[src/rtl/fsm.sv]
// Colour-blob tracker: scans pixels and reports the bounding-box centre of matching pixels per frame.
// Optional macro FSM_MIN_AREA_EN: report a block only once the match count reaches MIN_PIXELS.
module fsm #(
   parameter logic [7:0] R_MIN      = 8'd128,
   parameter logic [7:0] G_MAX      = 8'd64,
   parameter logic [7:0] B_MAX      = 8'd64,
   parameter int         CW         = 12,
   parameter int         MIN_PIXELS = 16
) (
   input  logic        clk,
   input  logic        rst,
   input  logic [24:0] pixel_in,
   input  logic        sof,
   input  logic        eol_ext,
   output logic [24:0] x_out,
   output logic [24:0] y_out,
   output logic        found_out,
   output logic        frame_done
);

   typedef enum logic {WAIT_SOF = 1'b0, SCAN = 1'b1} state_t;

   localparam logic [CW-1:0] CMAX = '1;

   state_t        state_q, state_d;
   logic [CW-1:0] xcnt_q, xcnt_d, ycnt_q, ycnt_d;
   logic [CW-1:0] xmin_q, xmin_d, xmax_q, xmax_d;
   logic [CW-1:0] ymin_q, ymin_d, ymax_q, ymax_d;
   logic [CW-1:0] xres_q, xres_d, yres_q, yres_d;
   logic          found_q, found_d, done_q, done_d;

   logic          pix_valid, frame_end, is_match, hit_now, qualify;
   logic [CW-1:0] cur_x, cur_y;
   logic [CW:0]   sum_x, sum_y;

`ifdef FSM_MIN_AREA_EN
   localparam logic [2*CW-1:0] MIN_CNT = (2*CW)'(MIN_PIXELS);
   localparam logic [2*CW-1:0] CNT_MAX = '1;
   logic [2*CW-1:0] cnt_q, cnt_d, cnt_base;
`else
   logic hit_q, hit_d;
`endif

   logic unused_ok;
   assign unused_ok = ^{pixel_in[24], MIN_PIXELS[0], sum_x[0], sum_y[0]};

   always_ff @(posedge clk or posedge rst) begin
      if (rst) begin
         state_q <= WAIT_SOF;
         xcnt_q  <= '0;
         ycnt_q  <= '0;
         xmin_q  <= CMAX;
         xmax_q  <= '0;
         ymin_q  <= CMAX;
         ymax_q  <= '0;
         xres_q  <= '0;
         yres_q  <= '0;
         found_q <= 1'b0;
         done_q  <= 1'b0;
`ifdef FSM_MIN_AREA_EN
         cnt_q   <= '0;
`else
         hit_q   <= 1'b0;
`endif
      end else begin
         state_q <= state_d;
         xcnt_q  <= xcnt_d;
         ycnt_q  <= ycnt_d;
         xmin_q  <= xmin_d;
         xmax_q  <= xmax_d;
         ymin_q  <= ymin_d;
         ymax_q  <= ymax_d;
         xres_q  <= xres_d;
         yres_q  <= yres_d;
         found_q <= found_d;
         done_q  <= done_d;
`ifdef FSM_MIN_AREA_EN
         cnt_q   <= cnt_d;
`else
         hit_q   <= hit_d;
`endif
      end
   end

   always_comb begin
      state_d = state_q;
      if (sof) state_d = SCAN;
   end

   always_comb begin
      // A sof pixel is always (0,0) of the frame it starts, whatever the counters hold.
      pix_valid = (state_q == SCAN) || sof;
      frame_end = (state_q == SCAN) && sof;
      cur_x     = sof ? '0 : xcnt_q;
      cur_y     = sof ? '0 : ycnt_q;
      is_match  = (pixel_in[23:16] >= R_MIN) && (pixel_in[15:8] <= G_MAX) &&
                  (pixel_in[7:0] <= B_MAX);
      hit_now   = pix_valid && is_match;

      xcnt_d = xcnt_q;
      ycnt_d = ycnt_q;
      if (pix_valid) begin
         if (eol_ext) begin
            xcnt_d = '0;
            ycnt_d = (cur_y == CMAX) ? cur_y : cur_y + CW'(1);
         end else begin
            xcnt_d = (cur_x == CMAX) ? cur_x : cur_x + CW'(1);
            ycnt_d = cur_y;
         end
      end

      xmin_d = sof ? CMAX : xmin_q;
      xmax_d = sof ? '0   : xmax_q;
      ymin_d = sof ? CMAX : ymin_q;
      ymax_d = sof ? '0   : ymax_q;
      if (hit_now) begin
         if (cur_x < xmin_d) xmin_d = cur_x;
         if (cur_x > xmax_d) xmax_d = cur_x;
         if (cur_y < ymin_d) ymin_d = cur_y;
         if (cur_y > ymax_d) ymax_d = cur_y;
      end

`ifdef FSM_MIN_AREA_EN
      cnt_base = sof ? '0 : cnt_q;
      cnt_d    = (hit_now && (cnt_base != CNT_MAX)) ? cnt_base + (2*CW)'(1) : cnt_base;
      qualify  = (cnt_q >= MIN_CNT);
`else
      hit_d    = (sof ? 1'b0 : hit_q) | hit_now;
      qualify  = hit_q;
`endif

      // Results come from the bbox of the frame just closed, before this edge clears it.
      sum_x   = {1'b0, xmin_q} + {1'b0, xmax_q};
      sum_y   = {1'b0, ymin_q} + {1'b0, ymax_q};
      xres_d  = xres_q;
      yres_d  = yres_q;
      found_d = found_q;
      done_d  = frame_end;
      if (frame_end) begin
         found_d = qualify;
         if (qualify) begin
            xres_d = sum_x[CW:1];
            yres_d = sum_y[CW:1];
         end
      end
   end

   always_comb begin
      x_out      = {{(25-CW){1'b0}}, xres_q};
      y_out      = {{(25-CW){1'b0}}, yres_q};
      found_out  = found_q;
      frame_done = done_q;
   end

endmodule

[config.mk]
export PLATFORM = sky130hd
export DESIGN_NAME = fsm
export DESIGN_NICKNAME = d
export VERILOG_FILES = /design/src/rtl/fsm.sv
export SDC_FILE = /design/constraint.sdc
export NUM_CORES = 1
export LEC_CHECK = 0
export BUFFER_PORTS_ARGS = -buffer_cell sky130_fd_sc_hd__buf_2
export CAP_MARGIN = 0
export CORE_MARGIN = 2
export CORE_UTILIZATION = 40
export DETAILED_ROUTE_END_ITERATION = 10
export GPL_TIMING_DRIVEN = 0
export PLACE_DENSITY = 0.61
export SYNTH_ARGS = -nofsm -noshare
export SYNTH_HDL_FRONTEND = slang
export SYNTH_SLANG_ARGS = --single-unit
[constraint.sdc]
create_clock -name clk -period 8.9 [get_ports clk]
set_input_delay 0.89 -clock clk [delete_from_list [all_inputs] [get_ports clk]]
set_output_delay 0.89 -clock clk [all_outputs]
set_load 0.03 [all_outputs]
==> results of run 1 <==
==> power by group through the flow <==
stage | combinational, W | sequential (W) | clock [W]
finish | 0.000235 | 0.000520 | 0.000415
global route | 0.000257 | 0.000526 | 0.000442
CTS | 0.000237 | 0.000521 | 0.000426
detailed placement | 0.000237 | 0.000529 | 0
global placement | 0.000234 | 0.000528 | 0
floorplan | 0.000101 | 0.000597 | 0
==> metrics by stage <==
stage	utilization, %	setup WS, ps	power [W]
after floorplan	-	5009	0.0006976
after global placement	44.55	3659	0.0007615
after detailed placement	44.73	3707	0.0007659
after CTS	46.57	4063	0.001185
after global routing	46.57	3767	0.001224
final	46.57	4037	0.001170
==> synthesized netlist by cell type, types with 5 or more instances <==
| cell type | number |
|---|---|
| nor3_1 | 9 |
| dfstp_2 | 24 |
| nand4_1 | 19 |
| ha_1 | 62 |
| a21o_1 | 15 |
| nor2_1 | 43 |
| and3_1 | 6 |
| mux2i_1 | 48 |
| o31ai_1 | 6 |
| and2_1 | 5 |
| inv_1 | 41 |
| nand3_1 | 13 |
| o21ai_0 | 27 |
| nor2b_1 | 8 |
| buf_4 | 29 |
| nand2_1 | 92 |
| a21oi_1 | 40 |
| clkbuf_1 | 19 |
| xnor2_1 | 22 |
| dfrtp_1 | 76 |
| nand2b_1 | 9 |
| or3_1 | 5 |
| o21ai_1 | 9 |
==> registers in the layout (all words and copies together) (netlist names) <==
name and cells:
ymax_q 12, xres_q 12, frame_done 1, found_out 1
xcnt_q 12, xmax_q 12, ycnt_q 12, hit_q 1
state_q 1, yres_q 12, ymin_q 12, xmin_q 12
==> final timing paths <==
| path | to | depth (start not counted) |
|---|---|---|
| max | ymax_q[6] | 15 |
| min | xres_q[6] | 2 |
| max reg2reg | ymax_q[6] | 10 |
| min reg2reg | xres_q[6] | 2 |
| max in group asynchronous | xmin_q[0] | 3 |
| min in group asynchronous | xres_q[5] | 2 |
==> cell families after synthesis <==
family	synth area share, %
muxes	7.736
xor gates and xnor gates	3.352
buffers and inverters	7.092
and+or+nand+nor	16.49
other	0.05521
DFF	37.28
AOI/OAI and AO/OA	15.99
adders and majority gates	12.01
==> layout make-up <==
class / count / share of cell area [%]
inverters: 42 / 2.074
multi-input cells: 553 / 50.15
well taps: 220 / 3.564
clock buffers: 13 / 3.111
flip-flops and latches: 100 / 32.79
plain buffers: 54 / 4.196
clock inverters: 3 / 0.8425
repair buffers: 46 / 3.273
==> per-layer routing <==
layer  part of all wire [%]  global-route usage, %  vias up
li1                       -                      -     2701
met1                     50                  27.34     2554
met2                     43                  29.05      139
met3                    4.4                  2.721       21
met4                    1.8                  6.608        0
met5                      0                      0        -
==> worst max-delay path, stage by stage <==
cell and delay (ps):
buf_2 190, inv_2 110, clkbuf_1 550, clkbuf_1 490
clkbuf_1 520, buf_2 370, nand2_1 130, ha_1 310
and4_1 210, o211ai_1 100, nor2_1 170, a221oi_1 110
a221oi_2 450, buf_4 320, mux2i_1 220
==> qor.csv, run 1 <==
metric,value,unit
status,finished clean,
Synthesis Warnings,0,
Post-Layout Cell Count,1031,
hold_ws,475.3,ps
Num CTS Buffers,9,
Max-slew headroom,52.72,%
Placer Congestion,0.9342,
DR WL/cell,15.89,um
CP endpoint kind,flip-flop,
worst skew pair latency,350,ps
power density over the cells,151.5,nW/um2
mapped cell area,6793,um2
"FF+latch count, synth",100,
Final nets,899,
DRT Wirelength,16.38,mm
Post-DP Area,7417,um2
Sequential Area,2532,um2
RSZ-0062 raised after global routing,false,
post-CTS resize count,0,
Max VDD drop,0.1069,mV
Initial Utilization,40.96,%
Post-CTS Setup Bufs,0,
CP arrival,5140,ps
asr flop ratio synth,100.0,%
post-detailed-route count of antenna-violating nets,0,
ranking of synthesized cells by area,"dfrtp_1, ha_1, dfstp_2",
fraction of the yosys area taken by sequential cells,37.28,%
CP Max Fanout,10,
Mapped Cells,724,
FILL cells,1610,
average vias per placed instance,5.252,
DRC Markers,0,
hold buffer count at cts,0,
Switching Power,0.0003524,W
footprint of the multi-input gates,3872,um2
Crit Reg-Reg Startpoint,ycnt_q[9],
IO Port Bufs,45,
Hold WC Path Type,reg -> reg,
FMAX,205.6,MHz
ant diodes,0,
first-pass GRT wire length,27.01,mm
die height,134.3,um
Rows,47,
leakage,3.846,nW
root buf cell,clkbuf_16,
Syn Area/Cell,9.382,um2
R2R setup slack,6270,ps
worst slew pin tran,709.2,ps
period utilization,54.64,%
DR iter-0 viols,403,
"commonest non-fill, non-tap cell in the layout",nand2_1,
Comb pwr share,20.1,%
Unique masters post-synth,75,
clk_skew,9.068,ps
# IOs,81,
Die X,134.3,um
startpoint types,input pin,
final hold vios,0,
Worst EP required,9170,ps
Clock Tree Buf Depth,2,
most frequent cells in the layout,"nand2_1, dfrtp_1, ha_1, buf_2, mux2i_1",
CTS H-tree lvls,3,
hold path start,xres_q[6],
vias in the first global route,5132,
Vias,5415,
die footprint,18040,um2
Inst Count DP,1015,
share of post-route cells with drive strength above 1,16.40,%
initial antenna violation count,0,
Overall Global Routing Usage,18.95,%
Post-synth top flop,dfrtp_1,
post-DP HPWL,12.57,mm
Area growth syn-to-layout,13.69,%
Setup-failing EPs final,0,
post-route cell area,7722,um2
share of power burned in registers,44.5,%
Int Pwr,0.0008177,W
minimum clock period,4863,ps
switching share of power,30.12,%
core area,16580,um2
TritonCTS clock tree,done,
"Slew Viols, Final",0,
power share of the clock group,35.4,%
Post-synth EDFFs,0,
Synth area leader,dfrtp_1,
Max Cap Viol,0,
total grt overflow,0,
"Reg clk slew, reported paths",70,ps
Crit Path Class,in -> reg,
Worst Setup SP,sof,
post-synth top area share,28.00,%
Fin Setup TNS,0,ps
largest net degree at the start of global routing,56,
clk sink count,100,
Pre-Repair DR Iteration Count,5,
No activity file was read; power rests on OpenSTA's default activity.
==> run 2, diff against run 1 <==
==> constraint.sdc (replaced) <==
create_clock -name clk -period 4.59 [get_ports clk]
set_input_delay 0.459 -clock clk [delete_from_list [all_inputs] [get_ports clk]]
set_output_delay 0.459 -clock clk [all_outputs]
set_load 0.03 [all_outputs]
==> qor.csv, run 2 (same netlist as run 1, synthesis figures left out) <==
metric,value,unit,change
largest net degree at the start of global routing,56,,unchanged
Overall Global Routing Usage,18.95,%,unchanged
Clock Tree Buf Depth,2,,unchanged
root buf cell,clkbuf_16,,
CP Max Fanout,13,,+3
worst skew pair latency,350,ps,about the same
worst stage delay on the critical path,520,ps,-30 ps
ant diodes,0,,unchanged
first-pass GRT wire length,27.01,mm,unchanged
RSZ-0062 raised after global routing,false,,
vias in the first global route,5132,,unchanged
FMAX,248.1,MHz,
Vias,5395,,-0.37%
minimum clock period,4030,ps,
Max VDD drop,0.2074,mV,+94%
Area growth syn-to-layout,13.63,%,about the same
startpoint types,input pin,,
CP endpoint kind,flip-flop,,
IO Port Bufs,45,,unchanged
Post-Layout Cell Count,1030,,-0.097%
Post-DP Area,7417,um2,unchanged
Comb pwr share,20.1,%,about the same
initial antenna violation count,0,,unchanged
final hold vios,0,,unchanged
Hold WC Path Type,in -> async,,
R2R setup slack,1970,ps,-4300 ps
Inst Count DP,1015,,unchanged
clk_skew,7.954,ps,-1.114 ps
Max-slew headroom,52.98,%,+0.26 points
DRT Wirelength,16.32,mm,-0.37%
post-DP HPWL,12.57,mm,unchanged
dpl ws,-172.0,ps,-3879 ps
die height,134.3,um,unchanged
Crit Path Class,in -> reg,,
Switching Power,0.0006844,W,+94%
core area,16580,um2,unchanged
worst slew pin tran,705.3,ps,-3.890 ps
R2R Path End,ymax_q[6],,
total power,0.002270,W,+94%
leakage,3.844,nW,about the same
"commonest non-fill, non-tap cell in the layout",nand2_1,,
total grt overflow,0,,unchanged
cell family with most CP delay,buffers and inverters,,
# IOs,81,,unchanged
Rows,47,,unchanged
Crit Reg-Reg Startpoint,ycnt_q[9],,
Crit-path slowest cell,clkbuf_1,,
Final nets,898,,-0.11%
status,finished clean,,
period utilization,87.80,%,
Setup WS post-layout,559.8,ps,-3477 ps
DRC Markers,0,,unchanged
DR WL/cell,15.84,um,-0.27%
average vias per placed instance,5.238,,-0.27%
critical path depth,14,,-1
met1 Track Usage GR,27.34,%,unchanged
"Slew Viols, Final",0,,unchanged
Worst EP required,4870,ps,-4300 ps
share of post-route cells with drive strength above 1,16.42,%,+0.020 points
CP bufs+invs,6,,-1
Num CTS Buffers,9,,unchanged
"Reg clk slew, reported paths",70,ps,about the same
Setup-failing EPs final,0,,unchanged
Initial Utilization,40.96,%,unchanged
post-route cell area,7719,um2,about the same
Placer Congestion,0.9342,,unchanged
Post-CTS Setup Bufs,0,,unchanged
GR Layer Usage met2,29.05,%,unchanged
met3 usage,2.721,%,unchanged
Pre-Repair DR Iteration Count,5,,unchanged
CP Cell Sequence,buf_2 > inv_2 > clkbuf_1 > clkbuf_1 > buf_2 > nand2_1 > ha_1 > and4_1 > o211ai_1 > nor2_1 > a221oi_1 > a221oi_2 > buf_4 > mux2i_1,,
power share of the clock group,35.5,%,about the same
busiest grt layer,met2,,
hold_ws,235.4,ps,-239.9 ps
most frequent cells in the layout,"nand2_1, dfrtp_1, ha_1, buf_2, mux2i_1",,
switching share of power,30.15,%,+0.035 points
die footprint,18040,um2,unchanged
power density over the cells,294.1,nW/um2,+94%
hold buffer count at cts,0,,unchanged
Max Cap Viol,0,,unchanged
post-CTS resize count,0,,unchanged
Die X,134.3,um,unchanged
TritonCTS clock tree,done,,
CP arrival,4310,ps,-830 ps
clk sink count,100,,unchanged
R2R depth,10,,unchanged
Int Pwr,0.001585,W,+94%
share of power burned in registers,44.4,%,about the same
DR iter-0 viols,355,,-12%
post-detailed-route count of antenna-violating nets,0,,unchanged
CTS H-tree lvls,3,,unchanged
run 2: cell count changes in the layout (fill, tap and decap cells not counted), sizes merged:
cell | before | now
clkbuf | 32 | 31
run 2: area by class of cell:
| type | instances | area [um2] |
|---|---|---|
| inverters | 42 | 160.2 |
| plain buffers | 53 | 320.3 |
| clock buffers | 13 | 240.2 |
| repair buffers | 46 | 252.7 |
| well taps | 220 | 275.3 |
| multi-input cells | 553 | 3872 |
| fillers | 1610 | 8865 |
| clock inverters | 3 | 65.06 |
| flip-flops and latches | 100 | 2532 |
run 2: worst max path at each step:
| stage | slack, ps | start | end |
|---|---|---|---|
| 2_1_floorplan | 1130 | sof | ymax_q[9] |
| 3_3_place_gp | -220 | sof | ymax_q[8] |
| 3_5_place_dp | -170 | sof | ymax_q[6] |
| 4_1_cts | 180 | sof | ymax_q[6] |
| 5_1_grt | 300 | sof | xmax_q[2] |
| 6_report | 560 | sof | ymax_q[6] |
run 2: worst register-to-register path, cell delays in order, from the launching register on:
cell      delay, ps
dfrtp_1         390
nand2_1         170
inv_1           120
ha_1            310
and4_1          210
o211ai_1        100
nor2_1          170
a221oi_1        110
a221oi_2        450
buf_4           320
mux2i_1         210
run 2: power by group through the flow:
stage / registers (W) / clock network (W) / logic (W)
after floorplan: 0.00116 / 0 / 0.000195
after global placement: 0.00102 / 0 / 0.000454
after detailed placement: 0.00103 / 0 / 0.000460
after CTS: 0.00101 / 0.000827 / 0.000460
after global routing: 0.00102 / 0.000857 / 0.000497
final: 0.00101 / 0.000805 / 0.000456
run 2: layer usage:
layer  vias up  part of all wire [%]
met3        22                   4.7
met2       145                    43
li1       2701                     -
met5         -                     0
met1      2527                    50
met4         0                   1.9
run 2: through the flow:
stage                     util [%]  TNS (ps)
after global routing         46.54         0
after floorplan                  -         0
final                        46.54         0
after CTS                    46.57         0
after global placement       44.55     -4021
after detailed placement     44.73     -2595
==> run 3, diff against run 2 <==
--- a/config.mk
+++ b/config.mk
@@ -9,6 +9,7 @@
 export CAP_MARGIN = 0
 export CORE_MARGIN = 2
 export CORE_UTILIZATION = 40
+export CTS_BUF_LIST = sky130_fd_sc_hd__clkbuf_4
 export DETAILED_ROUTE_END_ITERATION = 10
 export GPL_TIMING_DRIVEN = 0
 export PLACE_DENSITY = 0.61
==> qor.csv, run 3 (same netlist as run 1, synthesis figures left out) <==
metric,value,unit,change
largest net degree at the start of global routing,56,,unchanged
FILL cells,1638,,+1.7%
period utilization,93.13,%,+5.3 points
final hold vios,0,,unchanged
Clock Tree Buf Depth,2,,unchanged
leakage,3.790,nW,-1.4%
Top Metal Used,met4,,
worst slew pin tran,719.9,ps,+14.55 ps
Area growth syn-to-layout,11.62,%,
WL met3,750,um,-3.2%
core area,16580,um2,unchanged
Switching Power,0.0006566,W,-4.1%
Overall Global Routing Usage,18.89,%,-0.064 points
Post-Layout Cell Count,1032,,+0.19%
Int Pwr,0.001352,W,-15%
worst skew pair latency,500,ps,+150 ps
hold buffer count at cts,0,,unchanged
DRT Wirelength,16.31,mm,about the same
Fin Setup TNS,0,ps,unchanged
die footprint,18040,um2,unchanged
post-route cell area,7582,um2,-1.8%
post-detailed-route count of antenna-violating nets,0,,unchanged
status,finished clean,,
Setup-failing EPs final,0,,unchanged
post-DP HPWL,12.57,mm,unchanged
Worst EP required,5010,ps,+140 ps
DR WL met2,7.059,mm,about the same
Max VDD drop,0.1686,mV,-19%
root buf cell,clkbuf_4,,
Die X,134.3,um,unchanged
Comb pwr share,22.7,%,+2.6 points
FMAX,233.9,MHz,-5.7%
power density over the cells,264.9,nW/um2,-9.9%
Post-CTS Setup Bufs,0,,unchanged
Final nets,899,,+0.11%
Post-DP Area,7417,um2,unchanged
DR WL/cell,15.80,um,-0.27%
minimum clock period,4275,ps,+244.3 ps
Max-slew headroom,52.01,%,-0.97 points
CP endpoint kind,flip-flop,,
startpoint types,input pin,,
vias in the first global route,5092,,-0.78%
"Reg clk slew, reported paths",160,ps,+90 ps
Placer Congestion,0.9342,,unchanged
Sequential Area,2532,um2,unchanged
Num CTS Buffers,9,,unchanged
dpl ws,-172.0,ps,unchanged
wl on met1,8.192,mm,+0.18%
Crit Path Class,in -> reg,,
most frequent cells in the layout,"nand2_1, dfrtp_1, ha_1, buf_2, mux2i_1",,
DR iter-0 viols,355,,unchanged
IO Port Bufs,45,,unchanged
R2R setup slack,1970,ps,about the same
CP Max Fanout,10,,-3
footprint of the multi-input gates,3872,um2,unchanged
CP arrival,4690,ps,+380 ps
power share of the clock group,27.1,%,-8.4 points
share of post-route cells with drive strength above 1,16.89,%,+0.47 points
first-pass GRT wire length,26.91,mm,-0.38%
"Slew Viols, Final",0,,unchanged
average vias per placed instance,5.242,,about the same
Setup WS post-layout,315.5,ps,-244.3 ps
Vias,5410,,+0.28%
Pre-Repair DR Iteration Count,5,,unchanged
TritonCTS clock tree,done,,
post-CTS resize count,0,,unchanged
clk sink count,100,,unchanged
share of power burned in registers,50.2,%,+5.8 points
clk_skew,25.17,ps,+17.22 ps
"commonest non-fill, non-tap cell in the layout",nand2_1,,
Hold WC Path Type,in -> async,,
DRC Markers,0,,unchanged
Inst Count DP,1015,,unchanged
Initial Utilization,40.96,%,unchanged
total grt overflow,0,,unchanged
switching share of power,32.70,%,+2.5 points
hold_ws,64.42,ps,-170.9 ps
RSZ-0062 raised after global routing,false,,
Max Cap Viol,0,,unchanged
# IOs,81,,unchanged
die height,134.3,um,unchanged
initial antenna violation count,1,,+1
Rows,47,,unchanged
CTS H-tree lvls,3,,unchanged
-- run 3: power by group through the flow --
stage	sequential [W]	clock [W]	combinational [W]
floorplan	0.00116	0	0.000195
global placement	0.00102	0	0.000454
CTS	0.00101	0.000562	0.000460
detailed placement	0.00103	0	0.000460
global route	0.00102	0.000592	0.000497
finish	0.00101	0.000544	0.000456
-- run 3: worst max-delay path: stages --
cell,delay (ps)
buf_2,190
inv_2,110
clkbuf_1,560
clkbuf_1,500
clkbuf_1,510
buf_2,370
nand2_1,120
ha_1,310
and4_1,210
o211ai_1,100
nor2_1,170
a221oi_1,110
a221oi_2,440
buf_4,320
mux2i_1,200
-- run 3: worst paths after layout --
path	from	endpoint	depth (start not counted)
min in group clk	pixel_in[23]	hit_q	3
max in group asynchronous	rst	xmin_q[0]	3
worst min-delay path	rst	ymax_q[5]	2
worst max register to register	ycnt_q[9]	ymax_q[4]	10
worst min register to register	yres_q[8]	yres_q[8]	2
worst max-delay path	sof	ymax_q[4]	15
-- run 3: cell type report --
class / instances / area share (%)
Clock inverter: 3 / 0.8581
Buffer: 54 / 4.274
Inverter: 42 / 2.112
Timing Repair Buffer: 46 / 3.333
Tap cell: 220 / 3.630
Antenna cell: 1 / 0.03300
Clock buffer: 13 / 1.287
Sequential cell: 100 / 33.40
Multi-Input combinational cell: 553 / 51.07
-- run 3: per-layer routing --
layer / up-vias / track usage, %
met3: 20 / 3.250
li1: 2704 / -
met2: 131 / 28.80
met1: 2555 / 27.39
met4: 0 / 5.731
met5: - / 0
-- run 3: per-stage QoR --
| step | util (%) | total power [W] |
|---|---|---|
| floorplan | - | 0.001353 |
| global placement | 44.55 | 0.001477 |
| detailed placement | 44.73 | 0.001485 |
| CTS | 45.71 | 0.002032 |
| global route | 45.72 | 0.002109 |
| finish | 45.72 | 0.002008 |
